## config.mk

```make
export PLATFORM = sky130hd
export DESIGN_NAME = ol_argmax_stream
export DESIGN_NICKNAME = d
export VERILOG_FILES = /design/src/rtl/ol_argmax_pkg.sv /design/src/rtl/ol_fp_gt.sv /design/src/rtl/ol_argmax_stream.sv
export SDC_FILE = /design/constraint.sdc
export NUM_CORES = 1
export LEC_CHECK = 0
export ABC_AREA = 1
export CORE_UTILIZATION = 60
export CTS_BUF_LIST = sky130_fd_sc_hd__clkbuf_4 sky130_fd_sc_hd__clkbuf_8 sky130_fd_sc_hd__clkbuf_16
export CTS_CLUSTER_DIAMETER = 30
export DETAILED_ROUTE_END_ITERATION = 8
export PLACE_DENSITY = 0.88
export RECOVER_POWER = 50
export SLEW_MARGIN = 25
export SYNTH_ARGS = -nofsm -noshare
export SYNTH_HDL_FRONTEND = slang
export SYNTH_SLANG_ARGS = --single-unit
```

## constraint.sdc

```tcl
create_clock -name clk -period 6.82 [get_ports clk]
set_input_delay 1.705 -clock clk [delete_from_list [all_inputs] [get_ports clk]]
set_output_delay 1.705 -clock clk [all_outputs]
set_load 0.05 [all_outputs]
```

## src/rtl/ol_argmax_pkg.sv

```systemverilog
// Shared types and the float ordering key for the streaming argmax block.
// The key maps IEEE-754 bit patterns onto an unsigned order: NaN lowest, -0 folded onto +0.
package ol_argmax_pkg;

  typedef enum logic [1:0] {
    IDLE  = 2'd0,
    ACCUM = 2'd1,
    DONE  = 2'd2
  } state_t;

  localparam int DEF_EXP_W  = 8;
  localparam int DEF_MAN_W  = 23;
  localparam int DEF_DATA_W = 1 + DEF_EXP_W + DEF_MAN_W;

  localparam logic [DEF_DATA_W-1:0] SIGN_MASK = {1'b1, {(DEF_DATA_W-1){1'b0}}};
  localparam logic [DEF_DATA_W-1:0] EXP_MASK  = {1'b0, {DEF_EXP_W{1'b1}}, {DEF_MAN_W{1'b0}}};
  localparam logic [DEF_DATA_W-1:0] MAN_MASK  = {{(1+DEF_EXP_W){1'b0}}, {DEF_MAN_W{1'b1}}};

  // Keys are built in a 64-bit container so any format up to double precision shares one function.
  localparam int KEY_W = 64;

  function automatic logic [KEY_W-1:0] fp_key(input logic [KEY_W-1:0] x,
                                              input int exp_w,
                                              input int man_w);
    logic [KEY_W-1:0] sign_bit;
    logic [KEY_W-1:0] man_mask;
    logic [KEY_W-1:0] exp_mask;
    logic [KEY_W-1:0] mag_mask;
    logic [KEY_W-1:0] xm;
    logic [KEY_W-1:0] key;
    sign_bit = KEY_W'(1) << (exp_w + man_w);
    man_mask = (KEY_W'(1) << man_w) - KEY_W'(1);
    exp_mask = ((KEY_W'(1) << exp_w) - KEY_W'(1)) << man_w;
    mag_mask = exp_mask | man_mask;
    xm       = x & (sign_bit | mag_mask);
    if (((xm & exp_mask) == exp_mask) && ((xm & man_mask) != '0)) begin
      key = '0;
    end else if (xm == sign_bit) begin
      key = sign_bit;
    end else if ((xm & sign_bit) != '0) begin
      key = ~xm & mag_mask;
    end else begin
      key = xm | sign_bit;
    end
    return key;
  endfunction

endpackage

```

## src/rtl/ol_fp_gt.sv

```systemverilog
// Combinational strict greater-than between two IEEE-754 scores.
// Ordering follows fp_key, so NaN never beats anything and -0 equals +0.
module ol_fp_gt
  import ol_argmax_pkg::*;
#(
  parameter int EXP_W = DEF_EXP_W,
  parameter int MAN_W = DEF_MAN_W,
  localparam int DATA_W = 1 + EXP_W + MAN_W
) (
  input  logic [DATA_W-1:0] a,
  input  logic [DATA_W-1:0] b,
  output logic              gt
);

  logic [KEY_W-1:0] key_a;
  logic [KEY_W-1:0] key_b;

  assign key_a = fp_key(KEY_W'(a), EXP_W, MAN_W);
  assign key_b = fp_key(KEY_W'(b), EXP_W, MAN_W);
  assign gt    = (key_a > key_b);

endmodule

```

## src/rtl/ol_argmax_stream.sv

```systemverilog
// Streaming argmax over one frame of float scores with valid/ready on both sides.
// Define OL_ARGMAX_TOP2_EN to add the runner-up outputs out_idx2/out_val2.
module ol_argmax_stream
  import ol_argmax_pkg::*;
#(
  parameter int NUM_CLASSES = 10,
  parameter int EXP_W       = DEF_EXP_W,
  parameter int MAN_W       = DEF_MAN_W,
  parameter int IDX_W       = $clog2(NUM_CLASSES),
  localparam int DATA_W     = 1 + EXP_W + MAN_W
) (
  input  logic              clk,
  input  logic              rst_n,
  input  logic              in_valid,
  output logic              in_ready,
  input  logic [DATA_W-1:0] in_data,
  input  logic              in_last,
  output logic              out_valid,
  input  logic              out_ready,
  output logic [IDX_W-1:0]  out_idx,
  output logic [DATA_W-1:0] out_val,
`ifdef OL_ARGMAX_TOP2_EN
  output logic [IDX_W-1:0]  out_idx2,
  output logic [DATA_W-1:0] out_val2,
`endif
  output logic [IDX_W:0]    out_len
);

  state_t             state;
  state_t             next_state;
  logic [IDX_W-1:0]   count;
  logic [IDX_W-1:0]   max_idx;
  logic [DATA_W-1:0]  max_val;
  logic [IDX_W-1:0]   nxt_max_idx;
  logic [DATA_W-1:0]  nxt_max_val;
  logic               accept;
  logic               first_score;
  logic               last_slot;
  logic               close_frame;
  logic               handshake;
  logic               gt_max;

  assign in_ready    = (state != DONE);
  assign out_valid   = (state == DONE);
  assign accept      = in_valid & in_ready;
  assign first_score = (state == IDLE);
  assign last_slot   = (count == IDX_W'(NUM_CLASSES - 1));
  assign close_frame = accept & (in_last | last_slot);
  assign handshake   = out_valid & out_ready;

  ol_fp_gt #(
    .EXP_W (EXP_W),
    .MAN_W (MAN_W)
  ) u_gt_max (
    .a  (in_data),
    .b  (max_val),
    .gt (gt_max)
  );

  // The first score of a frame seeds the running max regardless of its value.
  always_comb begin
    nxt_max_val = max_val;
    nxt_max_idx = max_idx;
    if (accept && (first_score || gt_max)) begin
      nxt_max_val = in_data;
      nxt_max_idx = count;
    end
  end

  always_comb begin
    next_state = state;
    case (state)
      IDLE:    if (accept) next_state = close_frame ? DONE : ACCUM;
      ACCUM:   if (close_frame) next_state = DONE;
      DONE:    if (handshake) next_state = IDLE;
      default: next_state = IDLE;
    endcase
  end

  always_ff @(posedge clk or negedge rst_n) begin
    if (!rst_n) begin
      state <= IDLE;
    end else begin
      state <= next_state;
    end
  end

  // count is the index of the next score; it freezes in DONE until the result is taken.
  always_ff @(posedge clk or negedge rst_n) begin
    if (!rst_n) begin
      count   <= '0;
      max_val <= '0;
      max_idx <= '0;
      out_idx <= '0;
      out_val <= '0;
      out_len <= '0;
    end else begin
      if (handshake) begin
        count <= '0;
      end else if (accept && !close_frame) begin
        count <= count + IDX_W'(1);
      end
      if (accept) begin
        max_val <= nxt_max_val;
        max_idx <= nxt_max_idx;
      end
      if (close_frame) begin
        out_idx <= nxt_max_idx;
        out_val <= nxt_max_val;
        out_len <= (IDX_W+1)'(count) + (IDX_W+1)'(1);
      end
    end
  end

`ifdef OL_ARGMAX_TOP2_EN
  logic [IDX_W-1:0]  sec_idx;
  logic [DATA_W-1:0] sec_val;
  logic              sec_valid;
  logic [IDX_W-1:0]  nxt_sec_idx;
  logic [DATA_W-1:0] nxt_sec_val;
  logic              nxt_sec_valid;
  logic              gt_sec;

  ol_fp_gt #(
    .EXP_W (EXP_W),
    .MAN_W (MAN_W)
  ) u_gt_sec (
    .a  (in_data),
    .b  (sec_val),
    .gt (gt_sec)
  );

  // A displaced max becomes runner-up; an empty runner-up slot takes any non-winning score.
  always_comb begin
    nxt_sec_idx   = sec_idx;
    nxt_sec_val   = sec_val;
    nxt_sec_valid = sec_valid;
    if (accept) begin
      if (first_score) begin
        nxt_sec_idx   = '0;
        nxt_sec_val   = '0;
        nxt_sec_valid = 1'b0;
      end else if (gt_max) begin
        nxt_sec_idx   = max_idx;
        nxt_sec_val   = max_val;
        nxt_sec_valid = 1'b1;
      end else if (!sec_valid || gt_sec) begin
        nxt_sec_idx   = count;
        nxt_sec_val   = in_data;
        nxt_sec_valid = 1'b1;
      end
    end
  end

  always_ff @(posedge clk or negedge rst_n) begin
    if (!rst_n) begin
      sec_idx   <= '0;
      sec_val   <= '0;
      sec_valid <= 1'b0;
      out_idx2  <= '0;
      out_val2  <= '0;
    end else begin
      sec_idx   <= nxt_sec_idx;
      sec_val   <= nxt_sec_val;
      sec_valid <= nxt_sec_valid;
      if (close_frame) begin
        out_idx2 <= nxt_sec_idx;
        out_val2 <= nxt_sec_val;
      end
    end
  end
`endif

endmodule

```

==> flow_summary.ini <==
[outcome]
status = complete, but fails checks
failed_checks = DRC, capacitance limit, slew limit

[placement]
finalWeightedCongestion = 0.963
hpwl_mm = 10.1
place_area_um2 = 6340
port_buffers = 79
placed_cells = 919

[grt]
grtUsageMet2_pct = 56.2
grt_max_degree = 84
top_usage_layer = met2
grt_util_met3_pct = 4.80
met1_usage_pct = 40.0
track_usage_pct = 32.2
antenna_found_initial = 0
grt_pass1_wl_mm = 24.7
grt_pass1_vias = 5304
overflow = 0

[timing]
tightest_slew_ns = 1.94
final.setup.tns_ns = 0
rsz0062_at_grt = no
fin_skew_ns = 0.0159
relSlewSlack_pct = -29.1
whs_ns = 0.479
fin_crit_sh_pct = 78.0
min_period_ns = 5.32
timing.fmax_ghz = 0.188
setup_viol = 0
finalHoldViolations = 0
slew_viol_final = 40

[synth]
yosysTopAreaCell = dfrtp_1
synth.most_common_cell = nand2_1
synth-seq-area-share_pct = 37.5
synth.distinct_cells = 29
synthArstFlopShare_pct = 100
synth_fp_nets = 833
yosys-top-cells-area = dfrtp_1 (38%), nand2_1 (17%), ha_1 (8.1%)
synthFlopType = dfrtp_1
yosysWarningCount = 0
syn_avg_cell_area_um2 = 7.28
synth-seq-cells = 83
ys_top_cells_by_count = nand2_1 (246), nand3_1 (84), dfrtp_1 (83), inv_1 (81), a21oi_1 (42)
synth_edf_count = 0
syn-cell-area_um2 = 5530
syn_inst = 760
synth_top_area_share_pct = 37.5

[cells_and_area]
area_growth_pct = 18.1
fin_nets = 895
layoutNonFillerInstCount = 935
final_core_util_pct = 74.2
drive_above_1_share_pct = 5.08
design_area_um2 = 6530
diodes = 0

[power]
powerDensity_nw_per_um2 = 498
peakVddDrop_mv = 0.364
p_leak_nw = 3.35

[clock_network]
post_cts_buffers = 0
ctsHoldBuffers = 0
cts_root_buf = clkbuf_8
cts.sinks = 83
insertion_delay_ns = 0.36
tritoncts = built
cts.clk_slew.worst_paths_ns = 0.09
cts_resized = 0
htree_levels = 3
numCtsBuffers = 9
clock_path_buffers = 2

[worst_setup_path]
path_max_fanout = 36
crit_type = in2reg
crit_top_cell = nand2_1
worstPathArrival_ns = 5.56
critPathCaptureType = register
cpPeakStageDelay_ns = 0.54
crit_chain = clkdlybuf4s50_1 -> nor4_1 -> nand4_1 -> o211ai_1 -> nand2_1 -> buf_4 -> a21oi_1 -> ha_1 -> a21oi_1 -> nor2_1 -> nor2_1 -> nand2_1 -> nand2_1 -> nand2_1 -> nand2_1 -> nand2_1 -> nand2_1 -> nand2_2 -> nand2_2 -> nand2_1 -> nand3_1 -> nand2_1
worstPathRequired_ns = 7.06
critPathSlowestCell = nand2_2
start_kind = input pin

[drt]
avgRoutedWirePerCell_um = 15.4
viasPerCell = 5.61
drt_iter0_drc = 517
dr_total_vias = 5242
dr.pass1.iters = 8
drc = 4
ant_nets = 0
drt-total-wl_mm = 14.4

[floorplan]
core_um2 = 8810
dieWidth_um = 98.0
die_y_um = 98.0
start_util_pct = 62.8
rows = 34
ioPinCount = 80
dieArea_um2 = 9610

[run]
maxCapViolations = 1

[hold_path]
hp-class = reg2reg
## flip-flops by register name, summed over array words and instances (netlist names)
register and cells:
max_idx 4, max_val 32, out_idx 4, out_val 32, out_len 5, count 4, state 2
## cell usage in the layout, fill, tap and decap left out, types with 3 or more instances in the layout
cell type | Yosys | routed
nand3_1 | 84 | 84
nor4_1 | 14 | 14
buf_4 | 0 | 4
nor2_1 | 22 | 22
clkbuf_8 | 0 | 9
xor2_1 | 32 | 32
nand2_1 | 246 | 246
nor4_2 | 3 | 3
o21ai_0 | 9 | 10
inv_2 | 6 | 5
dlygate4sd3_1 | 0 | 12
clkinvlp_4 | 0 | 3
inv_1 | 81 | 82
nand2_2 | 13 | 13
and2_1 | 36 | 36
a21oi_1 | 42 | 42
clkdlybuf4s50_1 | 0 | 66
ha_1 | 36 | 36
nand4_1 | 9 | 9
dfrtp_1 | 83 | 83
## kinds of logic after synthesis
family                   Yosys count  synth area share [%]
AO/OA/AOI/OAI                     57                  5.34
XOR/XNOR                          33                  5.23
adder cells (fa/ha/maj)           36                  8.14
buffers and inverters            121                  8.84
flip-flops                        83                  37.5
AND/OR/NAND/NOR                  430                  34.9
## per-stage QoR
step	total power, mW	setup WS [ns]
final	3.25	1.50
after CTS	3.27	1.58
after global routing	3.51	1.10
after detailed placement	2.88	1.22
after global placement	2.81	1.38
after floorplan	2.33	2.51
## worst paths after layout
check | to | cells after the start | slack, ns | start
setup / recovery | out_val[1] | 22 | 1.50 | in_data[0]
hold / removal | out_val[25] | 2 | 0.48 | out_val[25]
setup reg to reg | out_val[1] | 21 | 2.74 | max_val[14]
hold reg to reg | out_val[25] | 2 | 0.48 | out_val[25]
max in group asynchronous | count[3] | 1 | 4.92 | rst_n
min in group asynchronous | out_val[19] | 1 | 1.38 | rst_n
## final cells by class
type / instances / area, um2
well taps: 108 / 135
fillers: 685 / 2270
clock buffers: 9 / 124
clock inverters: 7 / 75.1
multi-input cells: 556 / 2970
inverters: 88 / 330
flip-flops and latches: 83 / 2080
repair buffers: 84 / 826
## layer usage
metal,vias up,part of all wire (%)
met2,202,49
met5,-,0
met4,0,2.6
met1,2467,42
met3,35,5.7
li1,2538,-
## where the power goes
part | internal, mW | switching (mW) | total [mW]
registers | 0.726 | 0.174 | 0.900
logic | 0.710 | 1.27 | 1.98
clock network | 0.171 | 0.199 | 0.370
total | 1.61 | 1.65 | 3.25
## critical path: cells and delay by family
kind,cells,cell delay (ns)
AO/OA/AOI/OAI,3,0.65
adder cells (fa/ha/maj),1,0.27
buffers and inverters,2,0.77
AND/OR/NAND/NOR,16,2.11
No activity file was read; power rests on OpenSTA's default activity.
